File: src/rtl/i2c_cmd_queue.sv
// Buffered command front end for i2c_master_write: two prioritised ready/valid
// producers feed one FIFO, drained by a valid/busy dispatcher toward the slow master.
module i2c_cmd_queue #(
  parameter int DEPTH       = 16,
  parameter int PTR_W       = 4,
  parameter int ACK_TIMEOUT = 1024,
  parameter int GAP_CYCLES  = 250
) (
  input  logic             clk,
  input  logic             reset_p,
  input  logic [6:0]       i_a_addr,
  input  logic [7:0]       i_a_data,
  input  logic             i_a_RW,
  input  logic             i_a_valid,
  output logic             o_a_ready,
  input  logic [6:0]       i_b_addr,
  input  logic [7:0]       i_b_data,
  input  logic             i_b_RW,
  input  logic             i_b_valid,
  output logic             o_b_ready,
  output logic [6:0]       o_addr,
  output logic [7:0]       o_data,
  output logic             o_RW,
  output logic             o_valid,
  input  logic             i_busy,
  output logic [PTR_W:0]   o_count,
  output logic             o_empty,
  output logic             o_full,
  output logic             o_timeout
);

  localparam int TO_W  = (ACK_TIMEOUT > 1) ? $clog2(ACK_TIMEOUT) : 1;
  localparam int GAP_W = (GAP_CYCLES > 0) ? $clog2(GAP_CYCLES + 1) : 1;

  typedef struct packed {
    logic       rw;
    logic [6:0] addr;
    logic [7:0] data;
  } cmd_t;

  typedef enum logic [1:0] {IDLE, REQ, WAIT_DONE} state_t;

  cmd_t             mem [DEPTH];
  cmd_t             push_cmd;
  cmd_t             head;
  logic [PTR_W-1:0] wr_ptr;
  logic [PTR_W-1:0] rd_ptr;
  logic [PTR_W:0]   count_next;
  logic             push_a;
  logic             push_b;
  logic             push;
  logic             pop;
  logic             busy_meta;
  logic             busy_s;
  state_t           state;
  logic [TO_W-1:0]  to_cnt;
  logic [GAP_W-1:0] gap_cnt;

  // Port A always wins; B is held off whenever A is offering, even if A stalls.
  assign o_a_ready = !o_full;
  assign o_b_ready = !o_full && !i_a_valid;
  assign push_a    = i_a_valid && o_a_ready;
  assign push_b    = i_b_valid && o_b_ready;
  assign push      = push_a || push_b;
  assign head      = mem[rd_ptr];
  assign pop       = (state == IDLE) && !o_empty && !busy_s && (gap_cnt == '0);

  // NOTE: every variable in always_comb gets a default first so no latch is inferred.
  always_comb begin
    push_cmd = '{rw: i_b_RW, addr: i_b_addr, data: i_b_data};
    if (push_a) push_cmd = '{rw: i_a_RW, addr: i_a_addr, data: i_a_data};
  end

  always_comb begin
    count_next = o_count;
    case ({push, pop})
      2'b10:   count_next = o_count + 1'b1;
      2'b01:   count_next = o_count - 1'b1;
      default: count_next = o_count;
    endcase
  end

  // NOTE: storage is not reset; the pointers and count alone define what is valid.
  always_ff @(posedge clk) begin
    if (push) mem[wr_ptr] <= push_cmd;
  end

  // NOTE: sequential state uses non-blocking assignments only, so flop order never matters.
  always_ff @(posedge clk) begin
    if (reset_p) begin
      wr_ptr  <= '0;
      rd_ptr  <= '0;
      o_count <= '0;
      o_empty <= 1'b1;
      o_full  <= 1'b0;
    end else begin
      if (push) wr_ptr <= wr_ptr + 1'b1;
      if (pop)  rd_ptr <= rd_ptr + 1'b1;
      o_count <= count_next;
      o_empty <= (count_next == '0);
      o_full  <= (count_next == (PTR_W+1)'(DEPTH));
    end
  end

  // i_busy comes from the master's clock domain; only busy_s is ever used.
  always_ff @(posedge clk) begin
    if (reset_p) begin
      busy_meta <= 1'b0;
      busy_s    <= 1'b0;
    end else begin
      busy_meta <= i_busy;
      busy_s    <= busy_meta;
    end
  end

  always_ff @(posedge clk) begin
    if (reset_p) begin
      state     <= IDLE;
      to_cnt    <= '0;
      gap_cnt   <= '0;
      o_valid   <= 1'b0;
      o_timeout <= 1'b0;
      o_addr    <= '0;
      o_data    <= '0;
      o_RW      <= 1'b0;
    end else begin
      o_timeout <= 1'b0;
      case (state)
        IDLE: begin
          if (gap_cnt != '0) begin
            gap_cnt <= gap_cnt - 1'b1;
          end else if (pop) begin
            o_addr  <= head.addr;
            o_data  <= head.data;
            o_RW    <= head.rw;
            o_valid <= 1'b1;
            to_cnt  <= '0;
            state   <= REQ;
          end
        end
        REQ: begin
          if (busy_s) begin
            o_valid <= 1'b0;
            state   <= WAIT_DONE;
          end else if (to_cnt == TO_W'(ACK_TIMEOUT - 1)) begin
            // The master never answered: drop the command rather than re-queue it.
            o_valid   <= 1'b0;
            o_timeout <= 1'b1;
            state     <= IDLE;
          end else begin
            to_cnt <= to_cnt + 1'b1;
          end
        end
        WAIT_DONE: begin
          if (!busy_s) begin
            gap_cnt <= GAP_W'(GAP_CYCLES);
            state   <= IDLE;
          end
        end
        default: state <= IDLE;
      endcase
    end
  end

endmodule

File: config.mk
export PLATFORM = sky130hd
export DESIGN_NAME = i2c_cmd_queue
export DESIGN_NICKNAME = d
export VERILOG_FILES = /design/src/rtl/i2c_cmd_queue.sv
export SDC_FILE = /design/constraint.sdc
export NUM_CORES = 1
export LEC_CHECK = 0
export CAP_MARGIN = 0
export CORE_UTILIZATION = 35
export CTS_CLUSTER_SIZE = 8
export DETAILED_ROUTE_END_ITERATION = 16
export PLACE_DENSITY = 0.54
export SYNTH_ARGS = -nofsm -noshare
export SYNTH_HDL_FRONTEND = slang
export SYNTH_SLANG_ARGS = --single-unit
File: constraint.sdc
create_clock -name clk -period 3.7 [get_ports clk]
set_input_delay 0.74 -clock clk [delete_from_list [all_inputs] [get_ports clk]]
set_output_delay 0.74 -clock clk [all_outputs]
set_load 0.01 [all_outputs]
* After elaboration in Yosys (flattened, before gate mapping)
Memory sizes are Yosys's and may differ from the RTL's. A register that Yosys moved wholly into a read port is not among the register bits.
Cells that the tools add are included.
** Word-level totals
- Flip-flop bits (word level) :: 39
- Memory bits (writable) :: 256
- Memories :: 1
- Output and inout bits :: 27
- Logic and storage cells :: 81
- Input bits :: 37
** Operators by class
- Reductions and logical operators :: 23
- Add/sub/neg operators :: 6
- Eq/ne operators :: 13
- Bitwise logic cells :: 2
- Multiplexer cells :: 24
** Memories
- mem :: depth 16, bits a word 16, read ports 1, clocked after Yosys merged registers in 1, write ports 1, line 43 : cmd_t mem [DEPTH];
** Operators by type and width (count)
- two-way mux 10 bit :: 4
- case mux 10 bit (2 select lines) :: 1
- two-way mux 16 bit :: 1
- two-way mux 8 bit :: 2
- case mux 8 bit (2 select lines) :: 1
- adder 10 x 1 -> 10 bit (second input constant) :: 1
- equality test 10 bit (second input constant) :: 1
- two-way mux 2 bit :: 5
- != test 2 bit (second input constant) :: 5
- case mux 5 bit (2 select lines) :: 1
- adder 4 x 1 -> 4 bit (second input constant) :: 2
- logical NOT 8 bit :: 1
- AND reduction 4 bit :: 2
- nonzero test 8 bit :: 1
- subtractor 8 x 1 -> 8 bit (second input constant) :: 1
- two-way mux 1 bit :: 7
- logical AND 1 bit :: 6
- case mux 2 bit (3 select lines) :: 1
- AND reduction 3 bit :: 2
- adder 5 x 1 -> 5 bit (second input constant) :: 1
- equality test 5 bit (second input constant) :: 1
- logical NOT 5 bit :: 1
- AND reduction 5 bit :: 1
- subtractor 5 x 1 -> 5 bit (second input constant) :: 1
- other kinds (11) :: 18

* Longest topological paths before layout
- Depth after elaboration :: 7
- Gate-level depth with buffers :: 12
- Depth with buffers taken out :: 12

* Worst setup path after synthesis
Ideal clock, no wire load.
- Path type :: input to register
- Start point :: in i_a_valid
- End point :: mem mem[3][0] in the netlist's numbering (enable)
- Library setup time :: 409 ps
- Arrival time :: 2468 ps
- Setup slack :: 822 ps
- Cell stages on the path :: 4
- Path buffers :: 0
- Cell sequence :: nor2_1 nor2_1 nand2_1 nor3_1
** On the way
- Word-level cells in the longest chain between the ends :: 6
** Ends and longest elaborated chain
- start, declared :: line 14 : input logic i_a_valid,
- logical NOT 1 bit :: line 61 : assign o_b_ready = !o_full && !i_a_valid;
- logical AND 1 bit :: line 61
- logical AND 1 bit :: line 63 : assign push_b = i_b_valid && o_b_ready;
- logical OR 1 bit * :: line 64 : assign push = push_a || push_b;
- two-way mux 1 bit * :: line 85 : if (push) mem[wr_ptr] <= push_cmd;
- two-way mux 1 bit (not written as such) * :: line 85
- end, declared :: line 43
Every way passes the cells marked *; elsewhere a longest branch is shown, timed or not.

* Worst setup path in the final report
- Start point :: reg gap_cnt[0]
- End point :: reg o_full
** On the way
- Word-level cells in the longest chain between the ends :: 5
** Ends and longest elaborated chain
- start, declared :: line 57 : logic [GAP_W-1:0] gap_cnt;
- start signal, assigned :: line 131 : gap_cnt <= gap_cnt - 1'b1;
- start signal, assigned :: line 156 : gap_cnt <= GAP_W'(GAP_CYCLES);
- logical NOT 8 bit * :: line 66 : assign pop = (state == IDLE) && !o_empty && !busy_s && (gap_cnt == '0);
- logical AND 1 bit * :: line 66
- net pop :: line 52 : logic pop;
- equality test 2 x 1 -> 1 bit or equality test 2 bit (tied branches) :: line 76 : case ({push, pop})
- case mux 5 bit (2 select lines) * :: line 76
- equality test 5 bit * :: line 101 : o_full <= (count_next == (PTR_W+1)'(DEPTH));
- end signal, assigned :: line 101
- end, declared :: line 28 : output logic o_full,
Mark *: on every way through the listed nets, which the timed path passes. The rest lies on a longest branch.
A chain may end at the register's enable or synchronous reset.

==> run summary <==
ANT cells -> 0
Crit path max-delay family -> adder cells
Share of cells above drive strength 1 -> 0.219
Total GRT Usage -> 0.165
First-pass GRT wire length -> 44,300 µm
Hold Path Class -> register to register
Clock network power share -> 0.409
Slew HR -> 0.368
Hold path start -> busy_meta
Die X -> 190 µm
Reg2reg end -> o_full
Commonest non-fill, non-tap cells in the layout -> 256 x edfxtp_1, 64 x mux4_2, 62 x clkdlybuf4s50_1
IO Count -> 64
WP depth -> 12
Starting DRT DRC Count -> 477
Core box area -> 34,700 µm²
Setup TNS -> 0 ns
WL final -> 28,800 µm
R2r startpoint -> gap_cnt[0]
Initial antenna violation count -> 0
EDFF count, synth -> 256
Final Hold Viols -> 0
Crit Path Max Fanout -> 7
Clock Latency Late Sink -> 0.54 ns
Tot Pwr -> 8.93 mW
Startpoint Class -> register
Via count -> 6,750
Net Sw Frac -> 0.244
Bufs and invs on worst path -> 2
Mapped Nets -> 744
Clk_skew -> 0.0153 ns
Library cells used by synthesis -> 45
Status -> complete, no violations
End-of-flow core utilization -> 0.434
DRC viols -> 0
Register-to-Register Path Depth -> 12
Crit. End Element -> register
Clock slew at reported path FFs -> 0.05 ns
Die Span Y -> 190 µm
CTS sink cnt -> 311
DPL Wire Length -> 17,900 µm
Peak VDD IR -> 0.000321 V
Internal -> 6.75 mW
Remaining antenna violation count -> 0
Post-CTS Resized -> 0
Slowest-stage cell, CP -> nor3b_1
Row count -> 68
Synth warn -> 0
Final worst slack -> 0.674 ns
Final setup viols -> 0
Routability cong. -> 0.744
Comb pwr share -> 0.125
Die footprint -> 36,100 µm²
Global route overflow -> 0
Most frequent CP cell -> ha_1
Crit-path cells -> inv_1, ha_1, nor3b_1, nand3_2, clkinv_1, ha_1, ha_1, a21o_1, a21oi_1, xor2_1, o2111a_1, nor2b_1
H-tree depth -> 2
Seq/Total Area, Yosys -> 0.710
Dominant synthesized flop cell -> edfxtp_1
P_sw -> 2.18 mW
# nets final -> 861
Place WS -> 0.584 ns
Syn_area_per_cell -> 17.8 µm²
Drt pass-1 iters -> 5
Post-synth top area cell -> edfxtp_1
Top post-synthesis cells by area -> edfxtp_1 62%, mux4_2 12%, dfxtp_1 8.9%
Worst Path Arrival -> 3.49 ns
CP max stage delay -> 0.42 ns
Static leakage power -> 4.83 nW
Internal reg-to-reg setup slack -> 0.67 ns
Reg power frac -> 0.466
Worst Setup SP -> gap_cnt[0]
Largest net degree at the start of global routing -> 42
CP Data Required Time -> 4.16 ns
Hold-fix buffers at CTS -> 0
Final Critical Period -> 3.03 ns
Mapped Area -> 12,400 µm²
Via count of the first global-routing pass -> 7,244
Unrepaired setup endpoints after global routing -> no
Number of buffers created by CTS -> 44
Wire length per cell -> 22.2 µm
PwrDens -> 593 nW/µm²
Post-Syn Instances -> 694
Commonest non-fill, non-tap cell in the layout -> edfxtp_1
Crit Path Class -> register to register
Starting Density -> 0.357
Port Buf Inserts -> 63
Post-synth top area share -> 0.621
CTS Buffer Depth -> 3
Total of max-cap violations -> 0
CTS tree -> yes
Critical Path Sink -> o_full
Slew Viols, Final -> 0
Period Utilization, post-route -> 0.818
Max Freq -> 330 MHz
CTS root buf -> clkbuf_16
Share of synthesized registers carrying an async set or reset -> 0
Synth-to-layout area growth -> 21.7%
Vias per cell -> 5.19
Setup Fix Bufs, Post-CTS -> 0
Post-synthesis register bit count -> 311
Worst-margin pin slew -> 0.940 ns
-- registers in the layout (all words and copies together), names as in the netlist --
register   cells
o_timeout      1
o_full         1
o_data         8
o_count        5
o_valid        1
o_addr         7
to_cnt        10
state          2
mem          256
rd_ptr         4
wr_ptr         4
gap_cnt        8
o_RW           1
busy_s         1
busy_meta      1
o_empty        1
-- per-stage QoR --
stage               hold WS (ns)  cells  area [µm²]
floorplan                  0.414    694       12400
global placement           0.438   1220       13800
detailed placement         0.428   1220       13800
CTS                        0.439   1300       15100
global route               0.466   1300       15100
finish                     0.433   1300       15100
-- power by group through the flow --
| stage | Sequential, mW | Combinational [mW] | Clock (mW) |
|---|---|---|---|
| after global routing | 4.18 | 1.22 | 3.90 |
| after floorplan | 4.18 | 0.727 | 0 |
| after global placement | 4.22 | 1.08 | 0 |
| after CTS | 4.16 | 1.13 | 3.75 |
| final | 4.16 | 1.12 | 3.65 |
| after detailed placement | 4.23 | 1.13 | 0 |
-- area by class of cell --
type | count | area [µm²]
clock buffers | 77 | 1220
clock inverters | 3 | 45.0
fillers | 3072 | 19600
inverters | 10 | 37.5
multi-input cells | 339 | 3430
flip-flops and latches | 311 | 8790
well taps | 455 | 569
repair buffers | 105 | 966
-- worst min-delay path by stage --
stage             end  cells past startpoint
6_report       busy_s                      1
5_1_grt        busy_s                      1
4_1_cts        busy_s                      1
3_5_place_dp   busy_s                      1
3_3_place_gp   busy_s                      1
2_1_floorplan  busy_s                      1
-- layer usage --
metal | up-vias | GRT usage | wire (µm)
met2 | 177 | 0.286 | 14600
met5 | - | 0 | 0
met3 | 65 | 0.0282 | 1330
met1 | 3489 | 0.211 | 12300
li1 | 3019 | - | -
met4 | 0 | 0.0487 | 659
-- synthesized netlist by cell type, types with 2 or more instances --
library cell and count:
buf_2 10, a31oi_1 3, mux2_2 16, nor2b_1 6
clkbuf_1 19, buf_1 4, xor2_1 8, mux2i_1 35
o31ai_1 2, o21ai_0 9, inv_1 9, o21a_1 2
nand3b_1 20, dfxtp_1 55, a211oi_1 3, nand3_1 8
xnor2_1 7, nand4_1 5, nor3_1 8, mux4_2 64
or4_1 2, o221ai_1 15, or3_1 5, ha_1 12
a21oi_1 21, nand2_1 18, nand2b_1 6, edfxtp_1 256
nor3b_1 2, nor2_1 47, nor4_1 3
-- kinds of logic (layout without fill, tap and decap cells) --
group / after synthesis / after routing / share of synthesized area
muxes: 115 / 115 / 0.159
buffers and inverters: 44 / 195 / 0.0150
xor gates and xnor gates: 15 / 15 / 0.0106
DFF: 311 / 311 / 0.710
and+or+nand+nor: 136 / 136 / 0.0586
adders and majority gates: 13 / 13 / 0.0137
AOI/OAI and AO/OA: 60 / 60 / 0.0329
Note: power is estimated with default switching activity, not from simulation.
